**src/rtl/mul8_ha_pkg.sv**
```systemverilog
// Shared widths and FSM encoding for the half-adder array accumulator.
// Group vectors: 9-bit top row, 7-bit bottom row, 10-bit group value.
// Accumulator is 17 bits so the full unsaturated sum plus carry fits.
package mul8_ha_pkg;

  localparam int NUM_GROUPS = 4;
  localparam int T_W        = 9;
  localparam int B_W        = 7;
  localparam int G_W        = 10;
  localparam int ACC_W      = 17;
  localparam int CNT_W      = 2;

  typedef enum logic [1:0] {
    IDLE = 2'd0,
    ACC  = 2'd1,
    DONE = 2'd2
  } state_t;

endpackage

```
**src/rtl/ha_group_value.sv**
```systemverilog
// Exact value of one half-adder group: top row plus bottom row shifted by two.
// Purely combinational; result is 10 bits and cannot overflow.
// No state, no handshake.
module ha_group_value
  import mul8_ha_pkg::*;
(
  input  logic [T_W-1:0] t,
  input  logic [B_W-1:0] b,
  output logic [G_W-1:0] g
);

  // Bottom row carries weight 4 relative to the top row of the same group.
  assign g = {1'b0, t} + {1'b0, b, 2'b00};

endmodule

```
**src/rtl/ha_array_accum.sv**
```systemverilog
// Serial accumulator: one group value per cycle, weighted by 4^k, into 17 bits.
// Latency: accept at edge N -> out_valid after edge N+4; one product per >= 5 cycles.
// Optional macro HA_ACC_BIAS_EN preloads BIAS into the accumulator at accept.
module ha_array_accum
  import mul8_ha_pkg::*;
#(
  parameter logic [15:0] BIAS = 16'd0
) (
  input  logic           clk,
  input  logic           rst,
  input  logic           in_valid,
  output logic           in_ready,
  input  logic [T_W-1:0] ha_array_0_t,
  input  logic [T_W-1:0] ha_array_1_t,
  input  logic [T_W-1:0] ha_array_2_t,
  input  logic [T_W-1:0] ha_array_3_t,
  input  logic [B_W-1:0] ha_array_0_b,
  input  logic [B_W-1:0] ha_array_1_b,
  input  logic [B_W-1:0] ha_array_2_b,
  input  logic [B_W-1:0] ha_array_3_b,
  output logic           out_valid,
  input  logic           out_ready,
  output logic [15:0]    product,
  output logic           ovf
);

  state_t                            state;
  logic [CNT_W-1:0]                  cnt;
  logic [ACC_W-1:0]                  acc;
  logic [NUM_GROUPS-1:0][T_W-1:0]    t_q;
  logic [NUM_GROUPS-1:0][B_W-1:0]    b_q;

  logic [T_W-1:0]                    t_sel;
  logic [B_W-1:0]                    b_sel;
  logic [G_W-1:0]                    g;
  logic [ACC_W-1:0]                  addend;
  logic [ACC_W-1:0]                  acc_next;
  logic [ACC_W-1:0]                  acc_init;

`ifdef HA_ACC_BIAS_EN
  assign acc_init = {1'b0, BIAS};
`else
  // BIAS has no effect in this build; reduce it into a deliberately unused net.
  logic unused_bias;
  assign unused_bias = ^BIAS;
  assign acc_init    = '0;
`endif

  // Select the captured operands of the group currently being accumulated.
  always_comb begin
    t_sel = t_q[cnt];
    b_sel = b_q[cnt];
  end

  ha_group_value u_group (
    .t (t_sel),
    .b (b_sel),
    .g (g)
  );

  // Weight group k by 2^(2k) and add it to the running sum.
  always_comb begin
    addend   = {{(ACC_W-G_W){1'b0}}, g} << {cnt, 1'b0};
    acc_next = acc + addend;
  end

  // Control FSM with registered handshake and result outputs.
  always_ff @(posedge clk) begin
    if (rst) begin
      state     <= IDLE;
      cnt       <= '0;
      acc       <= '0;
      t_q       <= '0;
      b_q       <= '0;
      in_ready  <= 1'b1;
      out_valid <= 1'b0;
      product   <= '0;
      ovf       <= 1'b0;
    end else begin
      case (state)
        IDLE: begin
          if (in_valid) begin
            t_q      <= {ha_array_3_t, ha_array_2_t, ha_array_1_t, ha_array_0_t};
            b_q      <= {ha_array_3_b, ha_array_2_b, ha_array_1_b, ha_array_0_b};
            acc      <= acc_init;
            cnt      <= '0;
            in_ready <= 1'b0;
            state    <= ACC;
          end
        end
        ACC: begin
          acc <= acc_next;
          cnt <= cnt + 2'd1;
          if (cnt == CNT_W'(NUM_GROUPS - 1)) begin
            product   <= acc_next[15:0];
            ovf       <= acc_next[16];
            out_valid <= 1'b1;
            state     <= DONE;
          end
        end
        DONE: begin
          // Result holds until the consumer takes it; no bypass into a new accept.
          if (out_ready) begin
            out_valid <= 1'b0;
            in_ready  <= 1'b1;
            state     <= IDLE;
          end
        end
        default: begin
          state     <= IDLE;
          in_ready  <= 1'b1;
          out_valid <= 1'b0;
        end
      endcase
    end
  end

endmodule

```
**config.mk**
```make
export PLATFORM = sky130hd
export DESIGN_NAME = ha_array_accum
export DESIGN_NICKNAME = d
export VERILOG_FILES = /design/src/rtl/mul8_ha_pkg.sv /design/src/rtl/ha_group_value.sv /design/src/rtl/ha_array_accum.sv
export SDC_FILE = /design/constraint.sdc
export NUM_CORES = 1
export LEC_CHECK = 0
export ABC_CLOCK_PERIOD_IN_PS = 6600
export BUFFER_PORTS_ARGS = -buffer_cell sky130_fd_sc_hd__clkbuf_2
export CAP_MARGIN = 30
export CORE_AREA = 2 2 96 107
export DETAILED_ROUTE_END_ITERATION = 10
export DIE_AREA = 0 0 98 109
export HOLD_SLACK_MARGIN = 0.05
export PLACE_DENSITY_LB_ADDON = 0.15
export SKIP_LAST_GASP = 1
export SLEW_MARGIN = 20
export SYNTH_ARGS = -nofsm -noshare
export SYNTH_HDL_FRONTEND = slang
export SYNTH_SLANG_ARGS = --single-unit
```
**constraint.sdc**
```tcl
create_clock -name clk -period 6.6 [get_ports clk]
set_input_delay 0 -clock clk [delete_from_list [all_inputs] [get_ports clk]]
set_output_delay 0 -clock clk [all_outputs]
set_load 0.005 [all_outputs]
```
# Yosys cells after proc, flatten, opt, wreduce, memory -nomap -nowiden
# Cells that the tools add are included.
# classes
reduce_logical	8
n_eq_ne	6
muxes	18
n_bitwise	2
addsub	3
order_cmp	1
n_shift	1
# ops
op	n
case mux 17 bit (2 select lines)	1
binary-select mux 9 bit (select 2 bit)	1
adder 17 bit	1
2-to-1 mux 17 bit	1
left shift 10 x 3 -> 17 bit	1
binary-select mux 7 bit (select 2 bit)	1
adder 9 x 9 -> 10 bit	1
2-to-1 mux 9 bit	1
AND reduction 3 bit	3
2-to-1 mux 2 bit	4
2-to-1 mux 7 bit	1
!= test 2 bit, second input constant	3
case mux 1 bit (3 select lines)	2
case mux 2 bit (3 select lines)	1
AND reduction 2 bit	3
equality test 2 bit, second input constant	2
2-to-1 mux 1 bit	4
case mux 2 bit (2 select lines)	1
< comparator 2 x 3 -> 1 bit, second input constant	1
adder 2 x 1 -> 2 bit, second input constant	1
equality test 2 x 1 -> 1 bit, second input constant	1
logical NOT 2 bit	1
inverter 1 bit	2
nonzero test 2 bit	1
# totals
ff_bits	104
out_inout_bits	19
elab_cells	54
in_bits	68

# Logic depth before layout (Yosys ltp)
# Gate-level depths: netlist of run 1.
# depth
ltp_word	6
ltp_mapped	18
depth_no_buf	16

# Hierarchy
# From an unflattened synthesis of run 1, not the netlist that was laid out.
# unflattened
hier_cells	677
hier_area_um2	5497.8
# modules_own_cells
module	instances	area_each_um2	cells_per_inst	seq_area_each_um2
ha_array_accum	1	5196.2	638	2082.0
ha_group_value	1	301.5	39	0.0

# Worst setup path after synthesis of run 1
# No wires, ideal clock.
# synth_path
path_type	flip-flop to flip-flop
start	register cnt[0]
end	register product[15]
period_less_slack_ns	4.662
path_buffers	1
path_slack_ns	1.938
setup_time_ns	0.077
arrival_time_ns	4.585
path_stages_with_launch	18
required_ns	6.523
cell_sequence	dfxtp_1 -> buf_1 -> mux4_2 -> ha_1 -> fa_1 -> a21o_1 -> a21oi_1 -> or4b_1 -> nand3_1 -> mux2_2 -> o21a_1 -> ha_1 -> a21oi_1 -> o21a_1 -> o21ai_0 -> a21oi_2 -> or4_1 -> a41oi_2
# synth_via
elab_chain_cells	5
elab_cells_between_ends	9
cone_classes	2 x add/sub; 1 x eq/ne; 1 x shift; 4 x mux; 1 x reduce/logical
# synth_lines
item	line	rtl
start: declaration	ha_array_accum.sv:28	logic [CNT_W-1:0] cnt;
start signal: assignment	ha_array_accum.sv:93	cnt <= cnt + 2'd1;
binary-select mux 9 bit (select 2 bit) or binary-select mux 7 bit (select 2 bit) (tied branches)	ha_array_accum.sv:51, ha_array_accum.sv:52	
2-to-1 mux 9 bit (implied by the code) or 2-to-1 mux 7 bit (tied branches)	ha_array_accum.sv:51, ha_array_accum.sv:52	
adder 9 x 9 -> 10 bit	ha_group_value.sv:13	assign g = {1'b0, t} + {1'b0, b, 2'b00};
left shift 10 x 3 -> 17 bit	ha_array_accum.sv:63	addend = {{(ACC_W-G_W){1'b0}}, g} << {cnt, 1'b0};
adder 17 bit	ha_array_accum.sv:64	acc_next = acc + addend;
end signal: assignment	ha_array_accum.sv:95	product <= acc_next[15:0];
end: declaration	ha_array_accum.sv:23	output logic [15:0] product,
# Parallel ways exist; a longest one is shown, timed or not. The select of a mux whose other input is x is not followed.
# A chain may end at the register's enable or synchronous reset.

# Worst setup path after layout of run 1
# Ends and elaborated chain as after synthesis.

==> results of run 1 <==
[synthesized netlist by cell type (10+ instances only)]
master and count:
xnor2_1 10, ha_1 25, a21oi_1 108, dfxtp_1 104, mux4_2 14, nand2_1 177
nor2_1 31, o21ai_1 12, o21ai_0 11, nand3_1 15, clkbuf_1 24, buf_1 15
[registers in the layout, indices dropped and copies added, names as in the netlist]
signal	count
cnt	2
out_valid	1
in_ready	1
ovf	1
state	2
product	16
b_q	28
t_q	36
acc	17
[final cells by class]
| type | instances | area, um2 | share of cell area |
|---|---|---|---|
| timing repair buffer | 157 | 1140 | 0.171 |
| tap | 120 | 150 | 0.0225 |
| sequential | 104 | 2080 | 0.313 |
| clock buffer | 11 | 141 | 0.0212 |
| clock inverter | 4 | 52.6 | 0.00789 |
| multi-input combinational | 507 | 3070 | 0.460 |
| inverter | 7 | 26.3 | 0.00394 |
[layer usage]
metal | wire length [um] | vias to the layer above | track usage
li1 | - | 2540 | -
met2 | 7300 | 181 | 0.496
met5 | 0 | - | 0
met4 | 372 | 0 | 0.122
met3 | 744 | 29 | 0.0327
met1 | 5950 | 2366 | 0.335
[power groups by stage]
stage               sequential (uW)  clock [uW]  combinational [uW]
floorplan                       682           0                 184
finish                          677         406                 285
global route                    680         426                 315
detailed placement              691           0                 248
global placement                690           0                 242
CTS                             676         414                 279
[placed cells by master, fill, tap and decap left out, types with 3 or more instances in the layout]
master,netlist,final
nand2_1,177,176
a21oi_1,108,108
dfxtp_1,104,103
clkbuf_2,0,85
dlygate4sd3_1,0,66
nor2_1,31,31
ha_1,25,25
nand3_1,15,15
mux4_2,14,14
o21ai_1,12,12
o21ai_0,11,11
xnor2_1,10,10
clkbuf_8,0,10
inv_1,7,7
mux2i_1,7,7
a21o_1,6,6
nor2b_1,6,6
xor2_1,6,6
a211oi_1,5,5
nor3_1,4,4
a31oi_1,4,4
o22ai_1,4,4
and2_1,5,4
o21a_1,4,4
nand2b_1,4,4
a21oi_2,4,4
and3_1,4,4
buf_4,0,4
nor3b_1,3,3
nand2_2,2,3
nand4_1,3,3
a22o_1,3,3
[how the worst max path moves through the flow]
stage,from,to,slack [ns],cells past startpoint
after CTS,cnt[0],product[15],1.79,15
after global placement,cnt[0],product[15],1.88,15
after global routing,cnt[1],product[15],1.46,16
after detailed placement,cnt[0],product[15],1.82,15
final,cnt[0],product[15],1.74,15
after floorplan,cnt[0],product[15],1.94,17
[tightest hold or removal path, cell delays in order]
cell      delay, ns
clkbuf_2       0.10
o21bai_1       0.10
a211oi_1       0.18
[kinds of logic after synthesis]
kind of cell    after synthesis  synth area share
buf+inv                      50            0.0361
fa+ha+maj                    27            0.0661
compound gates              176             0.192
mux                          23            0.0764
simple gates                265             0.214
flops                       104             0.390
xor+xnor                     16            0.0263
[through the flow]
stage                     hold WS (ns)  setup WS (ns)  utilization  area [um2]  power, uW
after floorplan                  0.136           1.94            -        5340        865
after global placement           0.222           1.88        0.600        5790        932
after detailed placement         0.230           1.82        0.602        5810        938
after CTS                       0.0610           1.79        0.690        6660       1370
after global routing            0.0961           1.46        0.690        6660       1420
final                           0.0656           1.74        0.690        6660       1370
==> flow_summary.toml, run 1 <==
[outcome]
outcome = "finished, final reports clean"

[worst_setup_path]
cp_cell_sequence = "buf_4 -> mux4_2 -> ha_1 -> nor3_1 -> a311oi_1 -> nand3_1 -> mux2_2 -> o21a_1 -> ha_1 -> a21oi_1 -> o21a_1 -> o21ai_0 -> a21oi_2 -> or4_1 -> a41oi_2"
rr_worst_depth = 15
cp.required_ns = 6.89
critical-path-top-delay-family = "compound AO/OA/AOI/OAI gates"
path_max_fanout = 30
start_kind = "flip-flop"
cp.buffers_inverters = 1
critical_path_class = "flip-flop to flip-flop"
critPathCaptureType = "flip-flop"
slowest_delay_ns = 0.57
reg2reg_slack_ns = 1.74
cp.arrival_ns = 5.15
r2r_end = "product[15]"
r2r_start = "cnt[0]"
cpMaxStageDelayCell = "mux4_2"

[sta]
setup_violations = 0
finalCritPeriodShare = 0.736
drv_slew = 0
relSlewSlack = 0.501
skew_ns = 0.0119
min_period_ns = 4.86
rsz0062_at_grt = "false"
fin_setup_tns_ns = 0
hold_violations = 0
tightest_slew_ns = 0.748
fmax_mhz = 206

[synth]
synth.top_cell.area_share = 0.390
yosysWarnings = 0
synthTopCellsByArea = "dfxtp_1 39%, nand2_1 12%, a21oi_1 10%, mux4_2 5.9%, ha_1 5.9%"
synth_ff_type = "dfxtp_1"
synth_cell_types = 55
synth_enable_flop_cells = 0
syn_avg_cell_area_um2 = 8.08
yosysTopAreaCell = "dfxtp_1"
yosysSeqAreaShare = 0.390
syn_area_um2 = 5340
syn_inst = 661
synth_fp_nets = 756
synth-seq-cells = 104
async_flop_share = 0

[final_layout]
drive_gt1_frac = 0.170
nNetsFinal = 881
diodes = 0
nFillCells = 774
syn_to_final_growth_pct = 24.8
layoutNonFillerInstCount = 910

[clock_network]
post_cts_buffers = 0
tritoncts = "done"
cts.repair.resized = 0
root_buffer = "clkbuf_8"
clk_latency_ns = 0.37
cts_sinks = 104
cts_buffers = 9
cts_buffer_depth = 2
hold_buffers = 66
clkSlewWorstSetupHoldPaths_ns = 0.10
cts_max_level = 3

[power_and_ir_drop]
clkPwrFrac = 0.297
p_comb_frac = 0.208
powerDensity_nw_per_um2 = 205
power.leakage_uw = 0.00273
p_sw_uw = 399
pwr-share-seq = 0.495
p_int_uw = 968
swShare = 0.292
peakVddDrop_uv = 126

[route]
wl_per_cell_um = 15.8
num_vias = 5116
totalWireLength_um = 14400
first_pass_iters = 5
drt-vias-per-instance = 5.62
ant_nets = 0
first_iter_violations = 275
drc = 0

[place]
dp_hpwl_um = 9250
place.gp.congestion = 0.911
port_buffers = 86
placed_cells = 829

[worst_hold_path]
holdPathStages = 3
hold_class = "input pin to flip-flop"
holdCritStartpoint = "in_valid"
hold_end = "state[0]"

[die]
start_util = 0.553
die_y_um = 109
io_pins = 87
rows = 38
die_w_um = 98
die_area_um2 = 10700
core_area_um2 = 9650

[global_route]
grt_pass1_wl_um = 23800
grt_usage = 0.276
globalRouteOverflowTotal = 0
grt_max_degree = 75
antenna_found_initial = 0
grt_pass1_vias = 5027

[run]
cap_violations = 0
No activity file was read; power rests on OpenSTA's default activity.
==> inputs of run 2 (changes only) <==
Settings changed: ABC_AREA set to 1, ABC_CLOCK_PERIOD_IN_PS 6600 to 5100, CORE_AREA 2 2 96 107 to 2 2 99 110, DIE_AREA 0 0 98 109 to 0 0 101 112.
Clock period 6.6 ns to 5.1 ns, I/O delays scaled along.
==> flow_summary.toml, run 2 <==
[power_and_ir_drop]
p_int_uw = 1490
clkPwrFrac = 0.296
peakVddDrop_uv = 178
pwr-share-seq = 0.405
swShare = 0.334
power.leakage_uw = 0.00349
powerDensity_nw_per_um2 = 318
p_comb_frac = 0.299
p_sw_uw = 747

[route]
totalWireLength_um = 14800
first_pass_iters = 5
num_vias = 5771
first_iter_violations = 273
ant_nets = 0
drt-vias-per-instance = 5.20
wl_per_cell_um = 13.3
drc = 0

[die]
die_w_um = 101
die_y_um = 112
die_area_um2 = 11300
core_area_um2 = 10200
start_util = 0.555
io_pins = 87
rows = 39

[synth]
yosysSeqAreaShare = 0.366
synthTopCellsByArea = "dfxtp_1 37%, nor2_1 12%, nand2_1 12%, o21ai_0 9.1%, ha_1 5.5%"
synth_enable_flop_cells = 0
async_flop_share = 0
syn_avg_cell_area_um2 = 6.65
synth-seq-cells = 104
syn_inst = 856
yosysWarnings = 0
yosysMostFrequentCell = "nor2_1"
synth.top_cell.area_share = 0.366
synth_cell_types = 32
synth_fp_nets = 951
yosysTopAreaCell = "dfxtp_1"
synth_common_cells = "180 x nor2_1, 175 x nand2_1, 104 x dfxtp_1"
syn_area_um2 = 5690
synth_ff_type = "dfxtp_1"

[sta]
tightest_slew_ns = 0.788
drv_slew = 0
fmax_mhz = 243
rsz0062_at_grt = "false"
skew_ns = 0.00578
setup_violations = 0
fin_setup_tns_ns = 0
min_period_ns = 4.11
hold_violations = 0
finalCritPeriodShare = 0.806
relSlewSlack = 0.474

[worst_setup_path]
cp_cell_sequence = "inv_1 -> buf_4 -> o21ai_0 -> o22ai_1 -> ha_1 -> nand2_1 -> nand3_1 -> a21oi_1 -> nor2_1 -> o21ai_0 -> o21ai_0 -> ha_1 -> nand2_1 -> inv_1 -> nand2_1 -> nand2_1 -> a21oi_1 -> nand3_1 -> nand2_1 -> nand2_1 -> nand2_1 -> inv_1"
critical_path_class = "flip-flop to flip-flop"
r2r_end = "product[13]"
slowest_delay_ns = 0.57
critPathCaptureType = "flip-flop"
path_max_fanout = 27
startpoint = "cnt[0]"
cp.arrival_ns = 4.36
crit_top_cell = "nand2_1"
cp.required_ns = 5.35
reg2reg_slack_ns = 0.99
cpMaxStageDelayCell = "inv_1"
rr_worst_depth = 22
start_kind = "flip-flop"
r2r_start = "cnt[0]"

[clock_network]
cts_max_level = 3
cts.repair.resized = 0
tritoncts = "done"
root_buffer = "clkbuf_16"
cts_sinks = 104
post_cts_buffers = 0
clk_latency_ns = 0.35
clkSlewWorstSetupHoldPaths_ns = 0.07
cts_buffer_depth = 2
cts_buffers = 9

[outcome]
outcome = "finished, final reports clean"

[global_route]
grt_max_degree = 67
grt_pass1_vias = 5715
globalRouteOverflowTotal = 0
grt_pass1_wl_um = 25200
grt_usage = 0.274
antenna_found_initial = 0

[final_layout]
syn_to_final_growth_pct = 23.6
final_common_cell = "nor2_1"
stdcell_area_um2 = 7030
largest_registers = "t_q x36, b_q x28, acc x17"
top_register = "t_q"
nFillCells = 869
drive_gt1_frac = 0.125
diodes = 0
nNetsFinal = 1077
largest_reg_flops = 36
final_cell_mix = "180 x nor2_1, 175 x nand2_1, 104 x dfxtp_1, 103 x o21ai_0, 86 x clkbuf_2"

[worst_hold_path]
holdPathStages = 2
holdCritStartpoint = "rst"
hold_class = "input pin to flip-flop"
hold_end = "acc[12]"

[place]
placedInstanceArea_um2 = 6080
dp_hpwl_um = 9760
port_buffers = 86
place.gp.congestion = 0.886

[run]
cap_violations = 0
## run 2: cell types whose count changed in the layout (fill, tap and decap cells not counted), sizes merged, moves of 7 or more
| cell | delta |
|---|---|
| o22ai | +10 |
| nand3 | +21 |
| nor2 | +151 |
| inv | +76 |
| mux4 | -14 |
| mux2i | -7 |
| xnor2 | -7 |
| o21ai | +92 |
| a21oi | -79 |
## run 2: cells by family (layout without fill, tap and decap cells)
| logic type | Yosys count | count (layout) | share of synthesized area |
|---|---|---|---|
| AO/OA/AOI/OAI | 182 | 182 | 0.174 |
| XOR/XNOR | 9 | 9 | 0.0139 |
| adder cells (fa/ha/maj) | 27 | 27 | 0.0620 |
| buffers and inverters | 129 | 260 | 0.0987 |
| flip-flops | 104 | 104 | 0.366 |
| AND/OR/NAND/NOR | 405 | 405 | 0.286 |
## run 2: area by class of cell
type                    count  area [um2]  area share
inverters                  84         315      0.0448
flip-flops and latches    104        2080       0.296
repair buffers            160        1150       0.164
well taps                 123         154      0.0219
multi-input cells         623        3050       0.433
clock buffers              12         256      0.0365
clock inverters             4        27.5     0.00391
## run 2: what timing repair did
item,4_1_cts,5_1_grt
hold endpoints to repair,66,0
hold buffers,67,0
setup endpoints to repair,0,0
## run 2: power by group through the flow
stage	registers, uW	clock network, uW	logic, uW
6_report	905	662	669
5_1_grt	912	709	758
4_1_cts	904	673	662
3_5_place_dp	923	0	617
3_3_place_gp	921	0	605
2_1_floorplan	913	0	481
## run 2: how the worst max path moves through the flow
stage	endpoint	cells past startpoint	slack (ns)
after floorplan	product[13]	27	1.85
after global placement	product[13]	22	1.11
after detailed placement	product[13]	21	1.03
after CTS	product[13]	21	1.0
after global routing	ovf	22	0.45
final	product[13]	22	0.99
## run 2: through the flow
stage / hold slack [ns] / setup slack [ns] / std cells / total power (uW) / util
CTS: 0.224 / 1.00 / 1110 / 2240 / 0.686
global route: 0.254 / 0.451 / 1110 / 2380 / 0.686
global placement: 0.234 / 1.11 / 1027 / 1530 / 0.593
detailed placement: 0.243 / 1.03 / 1027 / 1540 / 0.593
floorplan: 0.148 / 1.85 / 856 / 1390 / -
finish: 0.246 / 0.990 / 1110 / 2240 / 0.686
## run 2: critical path, delay by kind of cell, from the launching register on
kind                       cells  cell delay (ns)
AOI/OAI and AO/OA              6             1.16
buffers and inverters          4             0.94
and+or+nand+nor               10             0.91
adders and majority gates      2             0.70
DFF                            1             0.32
## run 2: layer usage
metal  up-vias  wire [um]  global-route usage
li1       2989          -                   -
met1      2631       6180               0.313
met2       122       7630               0.495
met3        29        622              0.0578
met4         0        379               0.105
met5         -          0                   0
==> inputs of run 3 (changes only) <==
Settings changed: ABC_CLOCK_PERIOD_IN_PS 5100 to 3600, CORE_AREA 2 2 99 110 to 2 2 103 115, DIE_AREA 0 0 101 112 to 0 0 105 117.
Clock period 5.1 ns to 3.6 ns, I/O delays scaled along.
==> flow_summary.toml, run 3 (same netlist as run 2, synthesis figures left out) <==
[sta]
fmax_mhz = 289
tightest_slew_ns = 0.670
relSlewSlack = 0.553
hold_violations = 0
min_period_ns = 3.46
drv_slew = 0
skew_ns = 0.00856
whs_ns = 0.238
setup_violations = 0
finalCritPeriodShare = 0.962
rsz0062_at_grt = "true"

[global_route]
grt_pass1_wl_um = 25700
antenna_found_initial = 0
grt_usage = 0.258
globalRouteOverflowTotal = 0
grt_max_degree = 67
grt_pass1_vias = 5596

[route]
drt-vias-per-instance = 5.12
ant_nets = 0
wl_per_cell_um = 14.0
num_vias = 5924
first_pass_iters = 4
drc = 0
first_iter_violations = 322
totalWireLength_um = 16300

[final_layout]
final_common_cell = "nor2_1"
final_cell_mix = "174 x nor2_1, 139 x nand2_1, 103 x dfxtp_1, 90 x o21ai_0, 86 x clkbuf_2"
nNetsFinal = 1098
top_register = "t_q"
syn_to_final_growth_pct = 36.6
drive_gt1_frac = 0.237
layoutNonFillerInstCount = 1158
diodes = 0
largest_reg_flops = 36
nFillCells = 913
largest_registers = "t_q x36, b_q x28, acc x17"

[clock_network]
cts_sinks = 104
root_buffer = "clkbuf_16"
clkSlewWorstSetupHoldPaths_ns = 0.07
cts_buffers = 9
cts_buffer_depth = 2
cts_max_level = 3
clk_latency_ns = 0.35
tritoncts = "done"

[worst_setup_path]
critPathCapture = "product[14]"
cp.arrival_ns = 3.72
rr_worst_depth = 27
critical_path_class = "flip-flop to flip-flop"
path_max_fanout = 5
r2r_end = "product[14]"
critPathCaptureType = "flip-flop"
r2r_start = "cnt[0]"
startpoint = "cnt[0]"
slowest_delay_ns = 0.38
cp.required_ns = 3.86
cpMaxStageDelayCell = "dfxtp_4"
start_kind = "flip-flop"
reg2reg_slack_ns = 0.14

[die]
die_area_um2 = 12300
io_pins = 87
die_y_um = 117
core_area_um2 = 11200
rows = 41
start_util = 0.509
die_w_um = 105

[worst_hold_path]
hold_class = "input pin to flip-flop"

[place]
placed_cells = 1063
dp_hpwl_um = 10300
place.gp.congestion = 0.912
port_buffers = 86

[power_and_ir_drop]
power.leakage_uw = 0.00370
peakVddDrop_uv = 226
powerDensity_nw_per_um2 = 464

[run]
cap_violations = 0

[outcome]
outcome = "finished, final reports clean"
==> run 3: final cells by class <==
type	instances	area (um2)	share of cell area
clock inverters	5	86.3	0.0111
repair buffers	181	1380	0.178
inverters	84	319	0.0410
clock buffers	11	253	0.0325
multi-input cells	623	3460	0.445
flip-flops and latches	104	2090	0.268
well taps	150	188	0.0241
==> run 3: how the worst min path moves through the flow <==
stage / start / to / slack [ns] / cells past startpoint
floorplan: ha_array_2_t[2] / t_q[20] / 0.15 / 2
global placement: ha_array_0_t[5] / t_q[5] / 0.23 / 3
detailed placement: ha_array_0_t[5] / t_q[5] / 0.24 / 3
CTS: rst / acc[12] / 0.22 / 2
global route: rst / acc[14] / 0.28 / 2
finish: rst / acc[14] / 0.24 / 2
==> run 3: worst max-delay path, delay by kind of cell (launching register included) <==
kind / cells / cell delay [ns]
buf+inv: 4 / 0.41
compound gates: 3 / 0.39
fa+ha+maj: 3 / 0.89
simple gates: 17 / 1.27
flops: 1 / 0.38
==> run 3: power by group <==
part	leakage (uW)	internal (uW)	switching, uW
clock	0.000167	654	444
combinational	0.00267	503	715
sequential	0.000855	1230	55.1
==> run 3: metrics by stage <==
stage / setup WS (ns) / TNS, ns / utilization / instance area, um2 / total power [uW]
final: 0.136 / 0 / 0.695 / 7770 / 3610
after global routing: -0.111 / -1.01 / 0.695 / 7770 / 3820
after CTS: -0.0106 / -0.0106 / 0.646 / 7230 / 3380
after detailed placement: -0.0458 / -0.0798 / 0.555 / 6210 / 2220
after global placement: 0.0475 / 0 / 0.555 / 6210 / 2200
after floorplan: 0.355 / 0 / - / 5690 / 1970
==> run 3: what timing repair did <==
| item | 4_1_cts | 5_1_grt |
|---|---|---|
| pin swaps | 0 | 38 |
| gates cloned | 0 | 2 |
| endpoints found under the setup margin | 5 | 24 |
| hold buffers | 67 | 0 |
| gates resized for setup | 2 | 114 |
| setup buffers | 0 | 10 |
| hold endpoints to repair | 66 | 0 |
==> run 3: layer usage <==
metal / vias up / global-route usage / wire length (um)
li1: 3022 / - / -
met2: 137 / 0.472 / 8460
met3: 35 / 0.0443 / 529
met4: 0 / 0.103 / 464
met5: - / 0 / 0
met1: 2730 / 0.303 / 6800
